## config.mk

```make
export PLATFORM = sky130hd
export DESIGN_NAME = watch_display_scan
export DESIGN_NICKNAME = d
export VERILOG_FILES = /design/src/rtl/watch_display_scan_pkg.sv /design/src/rtl/watch_display_scan_bcd_to_seg7.sv /design/src/rtl/watch_display_scan.sv
export SDC_FILE = /design/constraint.sdc
export NUM_CORES = 1
export LEC_CHECK = 0
export ABC_AREA = 1
export CORE_ASPECT_RATIO = 1.25
export CORE_MARGIN = 2
export CORE_UTILIZATION = 50
export DETAILED_ROUTE_END_ITERATION = 6
export GPL_TIMING_DRIVEN = 0
export PLACE_DENSITY = 0.73
export RECOVER_POWER = 25
export SLEW_MARGIN = 20
export SYNTH_ARGS = -nofsm -noshare
export SYNTH_HDL_FRONTEND = slang
export SYNTH_SLANG_ARGS = --single-unit
```

## constraint.sdc

```tcl
create_clock -name clk -period 2.7 [get_ports clk]
set_input_delay 0.675 -clock clk [delete_from_list [all_inputs] [get_ports clk]]
set_output_delay 0.675 -clock clk [all_outputs]
set_load 0.005 [all_outputs]
```

## src/rtl/watch_display_scan_pkg.sv

```systemverilog
// Shared constants for the stopwatch display scanner.
// Segment order is {g,f,e,d,c,b,a}; all patterns are active-high.
package watch_display_scan_pkg;

    localparam int NUM_DIGITS = 6;

    // Digits 1 and 3 carry the s.0 and min.s separators
    localparam logic [5:0] DP_MASK = 6'b001010;

    localparam logic [6:0] SEG_0    = 7'h3F;
    localparam logic [6:0] SEG_1    = 7'h06;
    localparam logic [6:0] SEG_2    = 7'h5B;
    localparam logic [6:0] SEG_3    = 7'h4F;
    localparam logic [6:0] SEG_4    = 7'h66;
    localparam logic [6:0] SEG_5    = 7'h6D;
    localparam logic [6:0] SEG_6    = 7'h7D;
    localparam logic [6:0] SEG_7    = 7'h07;
    localparam logic [6:0] SEG_8    = 7'h7F;
    localparam logic [6:0] SEG_9    = 7'h6F;
    localparam logic [6:0] SEG_DASH = 7'h40;
    localparam logic [6:0] SEG_OFF  = 7'h00;

    localparam logic [2:0] LAST_DIGIT = 3'd5;

    // One-hot anode pattern for a digit index
    function automatic logic [5:0] digit_onehot(input logic [2:0] i);
        logic [5:0] r;
        r = 6'b000000;
        case (i)
            3'd0:    r = 6'b000001;
            3'd1:    r = 6'b000010;
            3'd2:    r = 6'b000100;
            3'd3:    r = 6'b001000;
            3'd4:    r = 6'b010000;
            3'd5:    r = 6'b100000;
            default: r = 6'b000000;
        endcase
        return r;
    endfunction

endpackage

```

## src/rtl/watch_display_scan_bcd_to_seg7.sv

```systemverilog
// BCD to seven-segment decoder; non-BCD codes show a dash.
// Output is active-high {g,f,e,d,c,b,a}.
module bcd_to_seg7
    import watch_display_scan_pkg::*;
(
    input  logic [3:0] bcd,
    output logic [6:0] seg
);

    // Pure table lookup, anything above 9 renders as "-"
    always_comb begin
        seg = SEG_DASH;
        case (bcd)
            4'd0:    seg = SEG_0;
            4'd1:    seg = SEG_1;
            4'd2:    seg = SEG_2;
            4'd3:    seg = SEG_3;
            4'd4:    seg = SEG_4;
            4'd5:    seg = SEG_5;
            4'd6:    seg = SEG_6;
            4'd7:    seg = SEG_7;
            4'd8:    seg = SEG_8;
            4'd9:    seg = SEG_9;
            default: seg = SEG_DASH;
        endcase
    end

endmodule

```

## src/rtl/watch_display_scan.sv

```systemverilog
// Multiplexes six latched BCD digits onto a 6-digit 7-seg display.
// A snapshot of the digits is taken once per frame so a frame never tears.
module watch_display_scan
    import watch_display_scan_pkg::*;
#(
    parameter int SCAN_DIV      = 100000,
    parameter int BLANK_CYCLES  = 1,
    parameter bit ACTIVE_LOW    = 1'b1,
    parameter bit BLANK_LEADING = 1'b1
) (
    input  logic       clk,
    input  logic       rst,
    input  logic       en,
    input  logic [3:0] q0,
    input  logic [3:0] q1,
    input  logic [3:0] q2,
    input  logic [3:0] q3,
    input  logic [3:0] q4,
    input  logic [3:0] q5,
    output logic [5:0] an,
    output logic [6:0] seg,
    output logic       dp,
    output logic       frame_tick
);

    localparam int CW = (SCAN_DIV > 2) ? $clog2(SCAN_DIV) : 1;
    localparam logic [CW-1:0] PRE_LAST = CW'(SCAN_DIV - 1);
    localparam logic [CW-1:0] PRE_BLANK = CW'(BLANK_CYCLES);

    logic [CW-1:0] pre;
    logic [2:0]    idx;
    logic [3:0]    snap [NUM_DIGITS];

    logic          slot_end;
    logic          frame_end;
    logic [3:0]    cur_bcd;
    logic [6:0]    cur_pat;
    logic          lead_blank;
    logic          in_blank;
    logic [5:0]    an_next;
    logic [6:0]    seg_next;
    logic          dp_next;

    logic [5:0]    an_r;
    logic [6:0]    seg_r;
    logic          dp_r;
    logic          tick_r;

    assign slot_end  = (pre == PRE_LAST);
    assign frame_end = slot_end && (idx == LAST_DIGIT);

    // Prescaler and digit index advance only while scanning is enabled
    always_ff @(posedge clk or posedge rst) begin
        if (rst) begin
            pre <= '0;
            idx <= '0;
        end else if (en) begin
            if (slot_end) begin
                pre <= '0;
                idx <= (idx == LAST_DIGIT) ? 3'd0 : idx + 3'd1;
            end else begin
                pre <= pre + 1'b1;
            end
        end
    end

    // Latch all digits together at the frame boundary
    always_ff @(posedge clk or posedge rst) begin
        if (rst) begin
            for (int i = 0; i < NUM_DIGITS; i++) begin
                snap[i] <= 4'd0;
            end
        end else if (en && frame_end) begin
            snap[0] <= q0;
            snap[1] <= q1;
            snap[2] <= q2;
            snap[3] <= q3;
            snap[4] <= q4;
            snap[5] <= q5;
        end
    end

    // Select the digit being scanned and its separator/blanking attributes
    always_comb begin
        cur_bcd    = snap[0];
        dp_next    = DP_MASK[0];
        lead_blank = 1'b0;
        case (idx)
            3'd0: begin
                cur_bcd = snap[0];
                dp_next = DP_MASK[0];
            end
            3'd1: begin
                cur_bcd = snap[1];
                dp_next = DP_MASK[1];
            end
            3'd2: begin
                cur_bcd = snap[2];
                dp_next = DP_MASK[2];
            end
            3'd3: begin
                cur_bcd = snap[3];
                dp_next = DP_MASK[3];
            end
            3'd4: begin
                cur_bcd    = snap[4];
                dp_next    = DP_MASK[4];
                lead_blank = BLANK_LEADING &&
                             (snap[5] == 4'd0) &&
                             (snap[4] == 4'd0);
            end
            3'd5: begin
                cur_bcd    = snap[5];
                dp_next    = DP_MASK[5];
                lead_blank = BLANK_LEADING &&
                             (snap[5] == 4'd0);
            end
            default: begin
                cur_bcd    = 4'd0;
                dp_next    = 1'b0;
                lead_blank = 1'b0;
            end
        endcase
    end

    bcd_to_seg7 u_dec (
        .bcd (cur_bcd),
        .seg (cur_pat)
    );

    // Anodes stay dark for the first cycles of a slot to avoid ghosting
    always_comb begin
        in_blank = (pre < PRE_BLANK);
        an_next  = in_blank ? 6'b000000 : digit_onehot(idx);
        seg_next = lead_blank ? SEG_OFF : cur_pat;
    end

    // Registered outputs; disabling only darkens the anodes
    always_ff @(posedge clk or posedge rst) begin
        if (rst) begin
            an_r   <= 6'b000000;
            seg_r  <= SEG_OFF;
            dp_r   <= 1'b0;
            tick_r <= 1'b0;
        end else if (en) begin
            an_r   <= an_next;
            seg_r  <= seg_next;
            dp_r   <= dp_next;
            tick_r <= frame_end;
        end else begin
            an_r   <= 6'b000000;
            tick_r <= 1'b0;
        end
    end

    assign an         = an_r ^ {6{ACTIVE_LOW}};
    assign seg        = seg_r ^ {7{ACTIVE_LOW}};
    assign dp         = dp_r ^ ACTIVE_LOW;
    assign frame_tick = tick_r;

endmodule
```

==> run summary, run 1 <==
Run status: completed
Reg2reg end: seg_r[3]
Setup TNS: 0 ps
Share of the synthesized area in the top cell type: 0.451
Sink Count: 59
Dpl cells: 555
Syn. warnings: 0
Die area: 7210 um2
Area Growth Syn to Fin: 22.9%
CP Class: input port to register
# setup viols final: 0
Yosys cell types: 29
Core area: 6250 um2
Grt ovf: 0
Unrepaired setup endpoints after global routing: no
Setup Skew: 6.59 ps
Setup Fix Bufs, Post-CTS: 0
IO buf count: 41
Largest net degree at the start of global routing: 47
Inserted Clock Buffers: 9
Num rows: 32
Slew margin rel.: 0.531
Min-delay src: seg_r[5]
Required @ worst endpoint: 2930 ps
Area contributors post-synth: dfrtp_1 (45%), inv_1 (12%), nand2_1 (10%)
Cells after Synth: 428
Worst-Skew Late Latency: 340 ps
Initial drt markers: 92
Core Util, Final: 0.644
Clock root buffer: clkbuf_8
Most common cell after layout, fill and taps aside: inv_1
Crit-path leading delay family: simple AND/OR/NAND/NOR gates
Worst r2r path cells: 14
DRC viols: 0
Worst Hold Path EP: seg_r[5]
Compound-gate portion of the synthesized area: 0.0769
Maximum VDD drop: 250 uV
Worst Hold Depth: 2
Slowest stage cell, crit path: clkdlybuf4s50_1
Max Buffers Root-to-Sink: 2
Post-route clock period utilization: 0.771
Slew Viols, Final: 0
Vias in the first global route: 2688
GRT Total Usage: 0.213
Leak Pwr: 2.01 nW
Diode count: 0
CTS clk-pin slew, worst paths: 60 ps
Slew @ Worst Pin: 699 ps
Clock tree from TritonCTS: done
Die height: 94.4 um
R2r startpoint: idx[1]
CTS resizes: 0
Crit-path cells: clkdlybuf4s50_1, inv_2, nor3_1, nand3_1, nor2_1, nand2_1, o21ai_1, a21oi_1
Post-CTS Hold Buffers: 0
Worst R2R Setup Slack: 630 ps
Simple-Gate Fraction of Synth Area: 0.278
Nets: 514
Placer Congestion: 0.898
Post-Syn Area: 3270 um2
Via/cell ratio: 4.82
Xor-xnor portion of the synthesized cell area: 0.0294
CP peak stage delay: 590 ps
Routed Wire Length: 6920 um
Mapped Nets: 461
Detail Placement HPWL: 5140 um
WL per Instance: 12.1 um
Synth Register Bits: 59
Synth area leader: dfrtp_1
Initial Utilization: 0.524
CP Capture Type: register
Antenna-violating nets left: 0
First-pass GRT wire length: 11900 um
Seq/Total Area, Yosys: 0.451
Most frequent cells in the layout: inv_1 (101), nand2_1 (90), dfrtp_1 (59)
Power per cell area: 536 nW/um2
1st-pass router iterations: 4
Layout cells sized above 1: 0.0947
Mux contribution to synthesized area: 0
Final hold violation count: 0
Top Ports: 42
Syn_area_per_cell: 7.64 um2
CTS H-tree lvls: 3
Maximum clock frequency: 0.480 GHz
CP startpoint kind: input port
Hold WC Path Type: register to register
CP Buf/Inv Count: 2
MaxCap Viol Count: 0
Final worst path period need: 2080 ps
Initial antenna violation count: 0
Main combinational cell family by area after synthesis: simple AND/OR/NAND/NOR gates
Vias: 2751
Final cell count without fillers: 571
Worst path arrival time: 2310 ps
Post-Synth Adder-Cell Area: 0.0229
Critical-path maximum fanout: 7
Chip width: 76.4 um
worst register-to-register path, stage by stage, from the launching register on:
cell	delay, ps
dfrtp_1	490
nand2_1	110
inv_1	50
ha_1	250
nand2_1	100
nand2_1	50
nor2_1	160
inv_1	60
nor2_1	130
ha_1	260
inv_1	60
nand2_1	60
nand3_1	80
nand3_1	80
nand2_1	70
logic make-up after synthesis:
logic type,Yosys count
AO/OA/AOI/OAI,45
flip-flops,59
AND/OR/NAND/NOR,193
buffers and inverters,114
XOR/XNOR,11
adder cells (fa/ha/maj),6
registers in the layout, indices dropped and copies added, names as in the netlist:
signal,cells
snap,24
pre,17
seg_r,7
an_r,6
idx,3
dp_r,1
frame_tick,1
worst max-delay path by stage:
| stage | startpoint | to | slack, ps | depth (start not counted) |
|---|---|---|---|---|
| CTS | en | pre[13] | 650 | 8 |
| global route | idx[2] | seg_r[5] | 420 | 12 |
| global placement | rst | seg_r[2] | -500 | 2 |
| detailed placement | en | pre[13] | 290 | 8 |
| floorplan | rst | an_r[0] | 570 | 1 |
| finish | en | pre[13] | 620 | 8 |
cell type report:
cell class	instances	area, um2
inverter	105	398
clock buffer	12	155
sequential	59	1480
multi-input combinational	255	1330
buffer	9	65.1
clock inverter	4	48.8
tap	85	106
fill	575	2220
timing repair buffer	42	438
through the flow:
| stage | hold WS, ps | setup WS, ps | power, mW | area (um2) |
|---|---|---|---|---|
| 6_report | 478 | 619 | 2.16 | 4020 |
| 3_3_place_gp | 464 | -500 | 1.33 | 3790 |
| 4_1_cts | 483 | 648 | 2.18 | 4020 |
| 2_1_floorplan | 449 | 569 | 1.21 | 3270 |
| 3_5_place_dp | 466 | 290 | 1.34 | 3820 |
| 5_1_grt | 514 | 416 | 2.27 | 4020 |
synth_stat cells (all sizes together):
cell	count
a21oi	6
buf	6
clkbuf	3
dfrtp	59
ha	6
inv	105
nand2	93
nand3	35
nand3b	1
nand4	15
nor2	32
nor3	13
nor4	4
o21ai	39
xnor2	1
xor2	10
report_power, final:
group | switching (mW) | internal (mW)
Combinational | 0.150 | 0.138
Sequential | 0.0903 | 0.950
Clock | 0.352 | 0.475
Total | 0.593 | 1.56
routing by layer:
| layer | part of all wire | up-vias | global-route usage |
|---|---|---|---|
| met5 | 0 | - | 0 |
| met4 | 0.035 | 0 | 0.117 |
| met1 | 0.44 | 1251 | 0.245 |
| li1 | - | 1429 | - |
| met3 | 0.030 | 19 | 0.0574 |
| met2 | 0.50 | 52 | 0.365 |
No activity file was read; power rests on OpenSTA's default activity.
==> run 2, diff against run 1 <==
==> constraint.sdc (replaced) <==
create_clock -name clk -period 2.2 [get_ports clk]
set_input_delay 0.55 -clock clk [delete_from_list [all_inputs] [get_ports clk]]
set_output_delay 0.55 -clock clk [all_outputs]
set_load 0.005 [all_outputs]
==> run 2 against run 1 <==
Against the previous run: core utilization fell by 0.14 points; clock power rose by 23%; critical endpoint is now seg_r[3]; largest power group unchanged; die area did not move; non-clock buffer count did not move.
==> run summary, run 2 (synthesis results as in run 1) <==
Most common cell after layout, fill and taps aside: inv_1
Top Registers: snap (24), pre (17), seg_r (7)
Final total power: 2.64 mW
Routed Wire Length: 6890 um
Antenna-violating nets left: 0
Diode count: 0
Placer Congestion: 0.898
Clock tree from TritonCTS: done
GR peak layer: met2
CTS clk-pin slew, worst paths: 60 ps
Largest net degree at the start of global routing: 47
Die height: 94.4 um
Area Growth Syn to Fin: 22.6%
Inserted Clock Buffers: 9
Power per cell area: 658 nW/um2
Met1 usage: 0.245
Critical-path maximum fanout: 10
Worst path arrival time: 2270 ps
Vias in the first global route: 2688
Run status: completed
Reg with most FFs: snap
Layout cells sized above 1: 0.101
Worst-Skew Late Latency: 340 ps
Post-route clock period utilization: 0.907
Slew @ Worst Pin: 606 ps
# setup viols final: 0
Slew Viols, Final: 0
Initial drt markers: 120
Final hold violation count: 0
Grt ovf: 0
Met3 Usage GRT: 0.0574
CP startpoint kind: register
Setup TNS: 0 ps
CP Capture Type: register
CTS resizes: 0
Final worst path period need: 1990 ps
MaxCap Viol Count: 0
Hold WC Path Type: register to register
Chip width: 76.4 um
Post-CTS Hold Buffers: 0
Maximum VDD drop: 308 uV
IO buf count: 41
Clock root buffer: clkbuf_8
Core Util, Final: 0.642
Final cell count without fillers: 571
DRC viols: 0
Core area: 6250 um2
Most frequent cells in the layout: inv_1 (101), nand2_1 (90), dfrtp_1 (58)
Dpl cells: 555
Top Ports: 42
Initial antenna violation count: 0
First-pass GRT wire length: 11900 um
Required @ worst endpoint: 2480 ps
CP Class: register to register
WL per Instance: 12.1 um
Leak Pwr: 2.01 nW
Maximum clock frequency: 0.501 GHz
Initial Utilization: 0.524
Setup Fix Bufs, Post-CTS: 0
Slew margin rel.: 0.594
Nets: 514
Max Buffers Root-to-Sink: 2
Max reg flops: 24
Setup Skew: 6.09 ps
Unrepaired setup endpoints after global routing: no
1st-pass router iterations: 5
Vias: 2747
Sink Count: 59
CTS H-tree lvls: 3
Die area: 7210 um2
Num rows: 32
GRT Total Usage: 0.213
Met2 GRT Util: 0.365
Via/cell ratio: 4.81
Detail Placement HPWL: 5140 um
## run 2: changes by cell type in the layout (fill, tap and decap cells not counted)
| cell | change |
|---|---|
| buf_16 | -1 |
| clkbuf_4 | +1 |
| dfrtp_1 | -1 |
| dfrtp_2 | +1 |
| ha_1 | -1 |
| ha_2 | +1 |
| inv_2 | -1 |
| inv_4 | +1 |
| nand3_1 | -1 |
| nand3_2 | +1 |
## run 2: worst max-delay path, stage by stage, from the launching register on
cell and delay, ps:
dfrtp_1 360, buf_4 170, nand2_1 60, inv_1 40
ha_2 200, nand2_1 80, nand2_1 50, nor2_1 160
inv_1 60, nor2_1 130, ha_1 260, inv_1 60
nand2_1 60, nand3_1 80, nand3_1 80, nand2_1 70
## run 2: worst paths after layout
kind                          start        to  slack (ps)  cells past startpoint
max                          idx[0]  seg_r[3]         210                     15
min                        seg_r[5]  seg_r[5]         480                      2
max reg2reg                  idx[0]  seg_r[3]         210                     15
min reg2reg                seg_r[5]  seg_r[5]         480                      2
max in group asynchronous       rst    idx[1]         460                      3
min in group asynchronous       rst    pre[6]         700                      2
## run 2: report_power, final
part / switching (mW) / total (mW) / internal (mW)
Combinational: 0.182 / 0.348 / 0.166
Clock: 0.434 / 1.02 / 0.583
Sequential: 0.110 / 1.28 / 1.17
Total: 0.726 / 2.64 / 1.92
## run 2: cell type report
class	count	area, um2
Sequential cell	59	1480
Timing Repair Buffer	42	418
Buffer	9	65.1
Clock inverter	4	48.8
Multi-Input combinational cell	255	1340
Clock buffer	12	155
Fill cell	576	2230
Tap cell	85	106
Inverter	105	400
## run 2: metrics by stage
stage               hold slack [ps]  instance area [um2]  setup WS [ps]
floorplan                       449                 3270            194
global placement                464                 3790           -875
detailed placement              466                 3820          -84.8
CTS                             472                 4020            159
global route                    514                 4010           35.4
finish                          478                 4010            205
## run 2: layer usage
layer  vias to the layer above  wire, um
li1                       1429         -
met1                      1237      2980
met2                        61      3400
met3                        20       252
met4                         0       252
met5                         -         0
